File: src/rtl/bin_gray_encoder.sv
// -----------------------------------------------------------------------------
// bin_gray_encoder
// Sequential binary-to-Gray encoder (inverse of the Gray-to-binary LED decoder).
// Loads a binary word over a valid/ready handshake and holds its registered
// Gray code until the consumer accepts it. It can also free-run as an up/down
// Gray counter, stepping once every DIV clock cycles.
//
// Optional build macro: GRAY_SELFCHK_EN
//    When defined, adds output chk_err: a sticky flag set when an internal
//    Gray-to-binary decode of gray_out disagrees with the binary register.
//    Only a reset clears it.
//
// Parameters:
//    WIDTH     data width in bits (2..16)
//    DIV       clock cycles per count step in COUNT (>= 2)
//
// Ports:
//    clk        system clock, rising edge
//    rst_n      synchronous active-low reset
//    bin_in     binary word to encode
//    in_valid   bin_in is valid
//    in_ready   encoder can accept bin_in (IDLE or COUNT)
//    cnt_en     request free-run Gray counting
//    cnt_dir    count direction: 1 = up, 0 = down
//    gray_out   registered Gray code of the binary register
//    out_valid  gray_out valid (held in CONV, 1-cycle pulse per COUNT step)
//    out_ready  consumer accepts gray_out (CONV only)
//    wrap       1-cycle pulse when the counter wraps
//    chk_err    sticky self-check error (GRAY_SELFCHK_EN only)
//
// state | meaning
// ------+-------------------------------------------------------------
// IDLE  | waiting for a load or a count request; gray_out holds
// CONV  | loaded word presented; waiting for out_ready
// COUNT | free-running; prescaler paces one step every DIV cycles
// -----------------------------------------------------------------------------
module bin_gray_encoder #(
   parameter int WIDTH = 4,
   parameter int DIV   = 27000000
) (
   input  logic             clk,
   input  logic             rst_n,
   input  logic [WIDTH-1:0] bin_in,
   input  logic             in_valid,
   output logic             in_ready,
   input  logic             cnt_en,
   input  logic             cnt_dir,
   output logic [WIDTH-1:0] gray_out,
   output logic             out_valid,
   input  logic             out_ready,
`ifdef GRAY_SELFCHK_EN
   output logic             chk_err,
`endif
   output logic             wrap
);

   localparam int PRE_W = (DIV > 2) ? $clog2(DIV) : 1;

   typedef enum logic [1:0] {
      IDLE  = 2'd0,
      CONV  = 2'd1,
      COUNT = 2'd2
   } state_t;

   state_t           state;
   logic [WIDTH-1:0] bin_q;
   logic [PRE_W-1:0] prescaler;
   logic [WIDTH-1:0] bin_step;
   logic             step_wraps;

   function automatic logic [WIDTH-1:0] to_gray(input logic [WIDTH-1:0] b);
      return b ^ (b >> 1);
   endfunction

   assign in_ready = (state != CONV);

   // Next counter value and whether that step crosses the all-ones/zero seam.
   assign bin_step   = cnt_dir ? (bin_q + WIDTH'(1)) : (bin_q - WIDTH'(1));
   assign step_wraps = cnt_dir ? (bin_q == '1) : (bin_q == '0);

   always_ff @(posedge clk) begin
      if (!rst_n) begin
         state     <= IDLE;
         bin_q     <= '0;
         gray_out  <= '0;
         out_valid <= 1'b0;
         wrap      <= 1'b0;
         prescaler <= '0;
      end else begin
         case (state)
            IDLE: begin
               wrap      <= 1'b0;
               out_valid <= 1'b0;
               if (in_valid) begin
                  bin_q     <= bin_in;
                  gray_out  <= to_gray(bin_in);
                  out_valid <= 1'b1;
                  state     <= CONV;
               end else if (cnt_en) begin
                  prescaler <= '0;
                  state     <= COUNT;
               end
            end

            CONV: begin
               wrap <= 1'b0;
               if (out_ready) begin
                  out_valid <= 1'b0;
                  state     <= IDLE;
               end
            end

            COUNT: begin
               // A load pre-empts any tick due in the same cycle.
               if (in_valid) begin
                  bin_q     <= bin_in;
                  gray_out  <= to_gray(bin_in);
                  out_valid <= 1'b1;
                  wrap      <= 1'b0;
                  state     <= CONV;
               end else if (!cnt_en) begin
                  prescaler <= '0;
                  out_valid <= 1'b0;
                  wrap      <= 1'b0;
                  state     <= IDLE;
               end else if (prescaler == PRE_W'(DIV - 1)) begin
                  prescaler <= '0;
                  bin_q     <= bin_step;
                  gray_out  <= to_gray(bin_step);
                  out_valid <= 1'b1;
                  wrap      <= step_wraps;
               end else begin
                  prescaler <= prescaler + PRE_W'(1);
                  out_valid <= 1'b0;
                  wrap      <= 1'b0;
               end
            end

            default: begin
               out_valid <= 1'b0;
               wrap      <= 1'b0;
               prescaler <= '0;
               state     <= IDLE;
            end
         endcase
      end
   end

`ifdef GRAY_SELFCHK_EN
   logic [WIDTH-1:0] gray_dec;

   // Independent Gray-to-binary decode: each binary bit is the XOR of all
   // Gray bits at or above it.
   always_comb begin
      gray_dec = '0;
      gray_dec[WIDTH-1] = gray_out[WIDTH-1];
      for (int i = WIDTH - 2; i >= 0; i--) begin
         gray_dec[i] = gray_dec[i+1] ^ gray_out[i];
      end
   end

   always_ff @(posedge clk) begin
      if (!rst_n) begin
         chk_err <= 1'b0;
      end else if (gray_dec != bin_q) begin
         chk_err <= 1'b1;
      end
   end
`endif

endmodule

File: config.mk
export PLATFORM = sky130hd
export DESIGN_NAME = bin_gray_encoder
export DESIGN_NICKNAME = d
export VERILOG_FILES = /design/src/rtl/bin_gray_encoder.sv
export SDC_FILE = /design/constraint.sdc
export NUM_CORES = 1
export LEC_CHECK = 0
export ABC_AREA = 1
export CELL_PAD_IN_SITES_DETAIL_PLACEMENT = 0
export CELL_PAD_IN_SITES_GLOBAL_PLACEMENT = 1
export CORE_AREA = 2 2 117 85
export CTS_CLUSTER_SIZE = 25
export DETAILED_ROUTE_END_ITERATION = 7
export DIE_AREA = 0 0 119 87
export DONT_BUFFER_PORTS = 1
export PLACE_DENSITY_LB_ADDON = 0.1
export SLEW_MARGIN = 30
export SYNTH_ARGS = -nofsm -noshare
export SYNTH_HDL_FRONTEND = slang
export SYNTH_SLANG_ARGS = --single-unit
File: constraint.sdc
create_clock -name clk -period 1.89 [get_ports clk]
set_clock_uncertainty 0.1 [all_clocks]
set_input_delay 0.378 -clock clk [delete_from_list [all_inputs] [get_ports clk]]
set_output_delay 0.378 -clock clk [all_outputs]
set_load 0.005 [all_outputs]
==> results.md, run 1 <==
Synthesis:
- The count of state elements after synthesis is 36.
- The average footprint of a synthesized cell is between 6 and 7 um^2.
- Summing every instance area after synthesis gives about 2300 um^2.
- When the netlist entered floorplanning its net count stood at approximately 360.
- Counting flops with a built-in enable in the synthesized netlist gives 0.
- The synthesized netlist cell count is approximately 340.
- The number of distinct library cell variants in the gate-level netlist after synthesis is 38.
- The most used flip-flop cell after synthesis is sky130_fd_sc_hd__dfxtp_1.
- The share of async-settable or async-resettable flops after synthesis is 0.
- The proportion of synthesized chip area in sequential cells is 0.3098.
- The count of synthesis-stage warnings from yosys is 0.

Global routing:
- The largest net degree at the start of global routing is 15.
- The first global-routing pass estimated 10850 um of wire.
- The total overflow reported by the global router is 0.
- The via count of the first global-routing pass is 1994.
- The initial antenna violation count was 0.
- The global-route usage over all layers is 0.1384.

Clock network:
- In this run, CTS created clock tree buffers numbering 5.
- The CTS tree is done.
- The buffer levels on the longest clock path is 2.
- The H-tree depth is 2.
- The clock sink count is 36.
- The hold buffer count at cts is 0.
- The clock tree root buffer cell is sky130_fd_sc_hd__clkbuf_16.
- At the later pin of the worst-skew pair, clock insertion delay measures ~0.28 ns.
- The clock-pin transition on the worst setup and hold timing paths is about 0.06 ns.

Placed design:
- The count of placed standard cells including taps is around 480.
- The HPWL reported at the end of detailed placement is 5275 um.
- In this run the tool buffered the top-level ports with 0 buffer cells.
- The post-placement setup slack is -0.005939 ns.
- Routability-driven placement finished with a final weighted congestion of between 0.7 and 0.8.

Finish:
- Fill cells in the final layout number 1038.
- The final layout contains between 300 and 400 nets.
- The area growth from synthesis to layout is 18.88%.
- Summing all multi-input logic gate instances after layout gives roughly 1400 um^2.
- The count of placed standard cells in the final layout, fillers left out is a little under 500.
- The layout cell share with drive strength beyond 1 is 0.2244.
- 0 antenna diodes ended up in the layout.
- In the final layout, flip-flops and latches occupy slightly above 700 um^2.

Pwr:
- Across the VDD grid, the largest voltage drop is ~0.00032 V.
- The leakage power is between 1 and 1.5 nW.
- The design draws around 2.0 mW.
- The cell area power density is between 700 and 800 nW/um^2.

Drt:
- After detailed routing, the number of remaining DRC violations is 0.
- The mean routed wirelength per cell is around 14 um.
- Across all layers, the routed design uses about 2100 vias.
- The DRC violation total after the first TritonRoute iteration is 139.
- The number of vias per cell after detailed routing is 4.331.
- For this block, the routed nets add up to around 6700 um of wire.
- Once detail routing completed, the nets flagged for antenna violations numbered 0.
- The number of iterations in the first detailed-routing pass is 4.

Timing:
- The least setup slack across all paths after layout is 0.1331 ns.
- The final-layout worst hold slack is between 0.06 and 0.07 ns.
- In this run the tightest slew margin relative to its limit is 0.6514.
- The actual transition at the worst max-transition pin is between 0.5 and 0.6 ns.
- After routing, the total negative slack on setup checks comes to 0 ns.
- Timing would allow up to roughly 570 MHz.
- The final count of pins violating max slew was 0.
- Dividing the final minimum period by the clock period gives 0.9296.
- The final critical path time including I/O delays and setup is 1.757 ns.
- The final number of setup-violating endpoints is 0.
- Setup repair after global routing left no endpoint under its margin.
- The count of endpoints failing hold in the final timing report is 0.

Setup path:
- The element type at the critical path start is a flop.
- The signal on the critical path passes through ha_1 -> nand2_1 -> inv_1 -> nand2_4 -> nor3_4 -> nand2_2 -> nor2_2 -> buf_4 -> xnor2_1 -> nor2_2.
- The delay of the slowest critical-path stage is between 0.3 and 0.4 ns.
- The type of the worst setup path is flop to flop.
- The maximum fanout along the worst path is 3.
- The largest individual stage delay along the critical path comes from the cell sky130_fd_sc_hd__dfxtp_2.
- The arrival time reported for the critical path endpoint is approximately 1.8 ns.
- The startpoint of the most critical register-to-register path is prescaler[0].
- At the worst endpoint, the required time is 1.97 ns.
- The worst setup path is captured at a flop.
- The most repeated library cell on the critical path is sky130_fd_sc_hd__nor2_2.
- The critical path starts at prescaler[0].

Hold path:
- The path class of the tightest hold or removal check is input pin to flop.
- The start point of the worst hold path is in_valid.

Floorplanning:
- The initial utilization of the core area, before any placement, comes to 0.2489.
- The die extent in y is slightly below 90 um.
- Row generation in the floorplan step produced 30 rows.
- The floorplan die width is around 120 um.
- In this run the standard cell core region covers just over 9000 um^2.
- During I/O placement, the number of pins put on the boundary was 17.
- The die area is ~10000 um^2.

Status:
- The flow ran to the end, and the final reports show no timing, DRC or antenna violations.

Job:
- Max-cap violations in this run came to 0.
## state kept, by name, indices dropped and copies added (netlist names)
name	cells
prescaler	25
bin_q	4
gray_out	3
state	2
out_valid	1
wrap	1
## worst max-delay path, delay by kind of cell (launching register included)
| family | cells | cell delay [ns] |
|---|---|---|
| and+or+nand+nor | 6 | 0.68 |
| DFF | 1 | 0.35 |
| buffers and inverters | 2 | 0.23 |
| adders and majority gates | 1 | 0.17 |
| xor gates and xnor gates | 1 | 0.12 |
## synth_stat cells (all sizes together) (2+ instances only)
cell / instances / area share
nand2: 93 / 0.18
ha: 3 / 0.016
nand3: 22 / 0.052
a21oi: 26 / 0.062
nand4: 5 / 0.013
or2: 3 / 0.0081
xnor2: 4 / 0.015
nor3: 7 / 0.026
o21ai: 15 / 0.036
inv: 42 / 0.070
nor2: 63 / 0.13
dfxtp: 36 / 0.31
xor2: 4 / 0.015
o22ai: 2 / 0.0054
nor3b: 5 / 0.018
buf: 5 / 0.024
## metal layers
metal	global-route usage	vias up	share of wire
met5	0	-	0
met4	0.02922	0	0.0072
met3	0.03207	4	0.040
met2	0.1787	25	0.35
met1	0.2234	958	0.60
li1	-	1131	-
## where the power goes
group / internal, mW / leakage (nW) / switching [mW] / total [mW]
clock: 0.622 / 0.0808 / 0.347 / 0.969
sequential: 0.780 / 0.293 / 0.0169 / 0.797
combinational: 0.0768 / 0.697 / 0.143 / 0.220
total: 1.48 / 1.07 / 0.507 / 1.99
## placed cells by master (no fill, tap or decap), drive strengths merged, types with 2 or more instances in the layout
cell type   n
nand2      93
nor2       63
inv        42
dfxtp      36
a21oi      26
nand3      22
buf        17
o21ai      15
nor3        7
clkbuf      6
nand4       5
nor3b       5
xor2        4
xnor2       4
or2         3
ha          3
o22ai       2
## final cells by class
cell class	instances	area share
timing repair buffer	17	0.04615
multi-input combinational	258	0.5163
inverter	42	0.05882
clock buffer	6	0.04661
clock inverter	2	0.01267
tap	128	0.05792
sequential	36	0.2615
## worst paths after layout
check | end | slack [ns] | cells after the start
setup / recovery | prescaler[16] | 0.13 | 10
hold / removal | wrap | 0.07 | 1
setup reg to reg | prescaler[16] | 0.13 | 10
hold reg to reg | prescaler[1] | 0.38 | 2
## per-stage QoR
stage               instance area (um^2)  utilization
global route                        2765       0.2959
global placement                    2540       0.2718
detailed placement                  2540       0.2718
CTS                                 2711       0.2901
floorplan                           2326            -
finish                              2765       0.2959
## kinds of logic (layout without fill, tap and decap cells)
logic type,Yosys count,in the layout,share of synthesized area
buf+inv,48,67,0.09521
compound gates,47,47,0.1167
simple gates,199,199,0.4233
fa+ha+maj,4,4,0.02475
xor+xnor,8,8,0.03012
flops,36,36,0.3098
## what timing repair did
action                     4_1_cts  5_1_grt
gates resized for setup          1        9
pin swaps                        0        3
setup endpoints to repair        2       20
setup buffers                    0        2
Note: power is estimated with default switching activity, not from simulation.
==> run 2: changes to the inputs <==
- CELL_PAD_IN_SITES_DETAIL_PLACEMENT: 0 -> 1
- CELL_PAD_IN_SITES_GLOBAL_PLACEMENT: 1 -> 2
- GPL_TIMING_DRIVEN: not set -> 0
==> results.md, run 2 (synthesis gave the netlist of run 1 again) <==
Drt:
- The mean routed wirelength per cell is roughly 15 um.
- The number of vias per cell after detailed routing is about 4.4.
- The final route contains between 2000 and 2500 vias.
- After the first detailed-routing iteration, the DRC count stood at 73.
- The number of iterations in the first detailed-routing pass is 4.
- The number of remaining DRC errors is 0.
- Summed over all layers, the routed wires come to 7318 um.
- The number of nets still failing antenna checks after routing is 0.

Floorplanning:
- The die is about 120 um wide.
- The standard cell core area is ~9300 um^2.
- The effective utilization at floorplan is 0.2489.
- In this run the count of I/O pins placed on the die edge is 17.
- The die covers ~10000 um^2.
- The die extent in y is between 80 and 90 um.
- The initialized floorplan defines 30 standard-cell rows.

Setup path:
- The critical path startpoint is bin_q[0].
- The type of the worst setup path is flop to flop.
- The destination of the worst register-to-register timing path is gray_out[1].
- The largest delay contributor family on the critical path is adder cells.
- STA classifies the critical path endpoint as a flop.
- The element type at the critical path start is a flop.
- The delay of the slowest critical-path stage is 0.43 ns.
- The setup slack on the worst flop-to-flop path is around 0.11 ns.
- The most repeated library cell on the critical path is sky130_fd_sc_hd__nor2_1.
- The library cell contributing the largest single delay on the critical path is sky130_fd_sc_hd__fa_1.
- STA puts the critical path data required time at between 1.5 and 2 ns.
- The worst register-to-register path has a depth of 9.
- The critical path goes through inv_1 -> fa_1 -> xor2_2 -> nor2_1 -> inv_1 -> nor2_1 -> o21ai_1 -> nand2_1 -> nor2_1.
- The worst register-to-register path begins at bin_q[0].
- The maximum fanout along the worst path is 7.
- The number of buffers and inverters on the critical path is 2.
- Data arrives at the worst endpoint at 1.86 ns.

Job:
- Across the run, the number of max-cap violations was 0.

Hold path:
- The path type of the worst min-delay path is input pin to flop.
- The number of stages on the worst hold path is 1.
- The sink of the worst hold path is wrap.
- The worst hold path begins at in_valid.

Clock network:
- For the worst-skew pair, the clock arrives at the later sink with an insertion delay of between 0.2 and 0.3 ns.
- The number of clock buffers added by TritonCTS is 5.
- The H-tree was split into 2 levels.
- After clock tree synthesis, the clock-pin slew on the worst setup and hold paths is ~0.06 ns.
- The clock sink count is 36.
- TritonCTS built the clock tree.
- In this run, post-CTS hold repair placed 0 buffers.
- The clock passes through at most 2 buffers.
- The tree is rooted in a sky130_fd_sc_hd__clkbuf_16.

Global routing:
- The global-route usage over all layers is 0.1503.
- Summed over all layers, the global routing overflow is 0.
- The initial antenna violation count is 0.
- The global-route wire length before repair is about 12000 um.
- The largest net degree at the start of global routing is 11.
- The via count of the first global-routing pass is between 2000 and 2500.

Timing:
- The share of the clock period used by the worst path after layout is 0.9426.
- Subtracting the final worst setup slack from the clock period gives between 1.5 and 2 ns.
- The actual transition at the worst max-transition pin is approximately 0.58 ns.
- The summed negative setup slack over all endpoints is 0 ns.
- The worst pin sits at a relative slew slack of 0.6148.
- The final count of pins violating max slew is 0.
- The final number of setup-violating endpoints is 0.
- The upper clock frequency limit is between 500 and 600 MHz.
- Setup repair after global routing could not meet its margin everywhere.
- The count of endpoints failing hold in the final timing report came to 0.

Finish:
- The final net count is approximately 370.
- The largest registers in the layout are prescaler (25), bin_q (4), gray_out (3).
- The repair_antennas step left the layout with diodes totalling 0.
- The most common library cell in the layout ignoring fill and taps is sky130_fd_sc_hd__nand2_1.
- At the end of the flow the core is filled with cells to 0.2897.
- The largest register by flop count is prescaler.
- From synthesis to final layout, the design area changed by 16.41%.
- In the layout the commonest cells are sky130_fd_sc_hd__nand2_1 (79), sky130_fd_sc_hd__nor2_1 (44), sky130_fd_sc_hd__inv_1 (37).
- The final instance area is approximately 2700 um^2.
- The count of placed standard cells in the final layout, fillers left out is 479.
- In the final layout, the share of cells above drive strength 1 is 0.2137.
- The flip-flop count of the largest register, all copies and words added is 25.

Pwr:
- The cell area power density is a little over 700 nW/um^2.
- The leakage power is 1.006 nW.
- The design draws between 1.5 and 2 mW.
- The peak supply drop is about 0.00027 V.

Placed design:
- The count of buffers added on input and output ports is 0.
- Summed over all nets, the half-perimeter wirelength after detailed placement is ~5700 um.
- The area after detailed placement is ~2500 um^2.
- Including well taps, the total number of placed cells is between 400 and 500.
- The congestion estimate from routability-driven global placement came to 0.7128.

Status:
- The flow ran to the end, and the final reports show no timing, DRC or antenna violations.
==> run 2: cell types whose count changed in the layout (fill, tap and decap cells not counted), moves of 2 or more <==
cell,previous run,this run
sky130_fd_sc_hd__dfxtp_1,34,32
sky130_fd_sc_hd__o21ai_0,10,7
sky130_fd_sc_hd__clkbuf_8,0,2
sky130_fd_sc_hd__buf_4,17,4
sky130_fd_sc_hd__o21ai_1,3,6
sky130_fd_sc_hd__nor2_1,46,44
==> run 2: power by group <==
part	total [mW]	internal, mW	switching, mW
Combinational	0.235	0.0864	0.149
Sequential	0.802	0.780	0.0215
Clock	0.885	0.554	0.331
==> run 2: worst max path at each step <==
stage	to	slack [ns]	depth (start not counted)
global route	gray_out[1]	-0.02	9
global placement	prescaler[7]	-0.13	10
CTS	prescaler[7]	0.002	10
floorplan	gray_out[2]	0.21	10
detailed placement	prescaler[11]	-0.14	10
finish	gray_out[1]	0.11	9
==> run 2: cell type report <==
class,count,area [um^2]
timing repair buffer,2,15.01
buffer,6,58.81
clock buffer,7,152.6
tap,128,160.2
fill,1173,6639
multi-input combinational,258,1430
inverter,42,162.7
sequential,36,728.2
==> run 2: metrics by stage <==
step	hold slack, ns	setup slack, ns
after detailed placement	0.3698	-0.1430
after global placement	0.3689	-0.1338
after CTS	0.06881	0.002239
after global routing	0.06931	-0.01570
final	0.07638	0.1085
after floorplan	0.3562	0.2094
==> run 2: metal layers <==
| metal | wire length (um) | vias up | global-route usage |
|---|---|---|---|
| met5 | 0 | - | 0 |
| met3 | 246 | 2 | 0.03534 |
| li1 | - | 1116 | - |
| met1 | 4379 | 986 | 0.2503 |
| met4 | 36 | 0 | 0.03247 |
| met2 | 2655 | 19 | 0.1834 |
==> run 2: what timing repair did <==
action,in CTS,in global routing
gates resized for setup,6,12
pin swaps,2,5
gates cloned,0,0
endpoints found under the hold margin,0,0
endpoints found under the setup margin,15,28
setup buffers,1,1
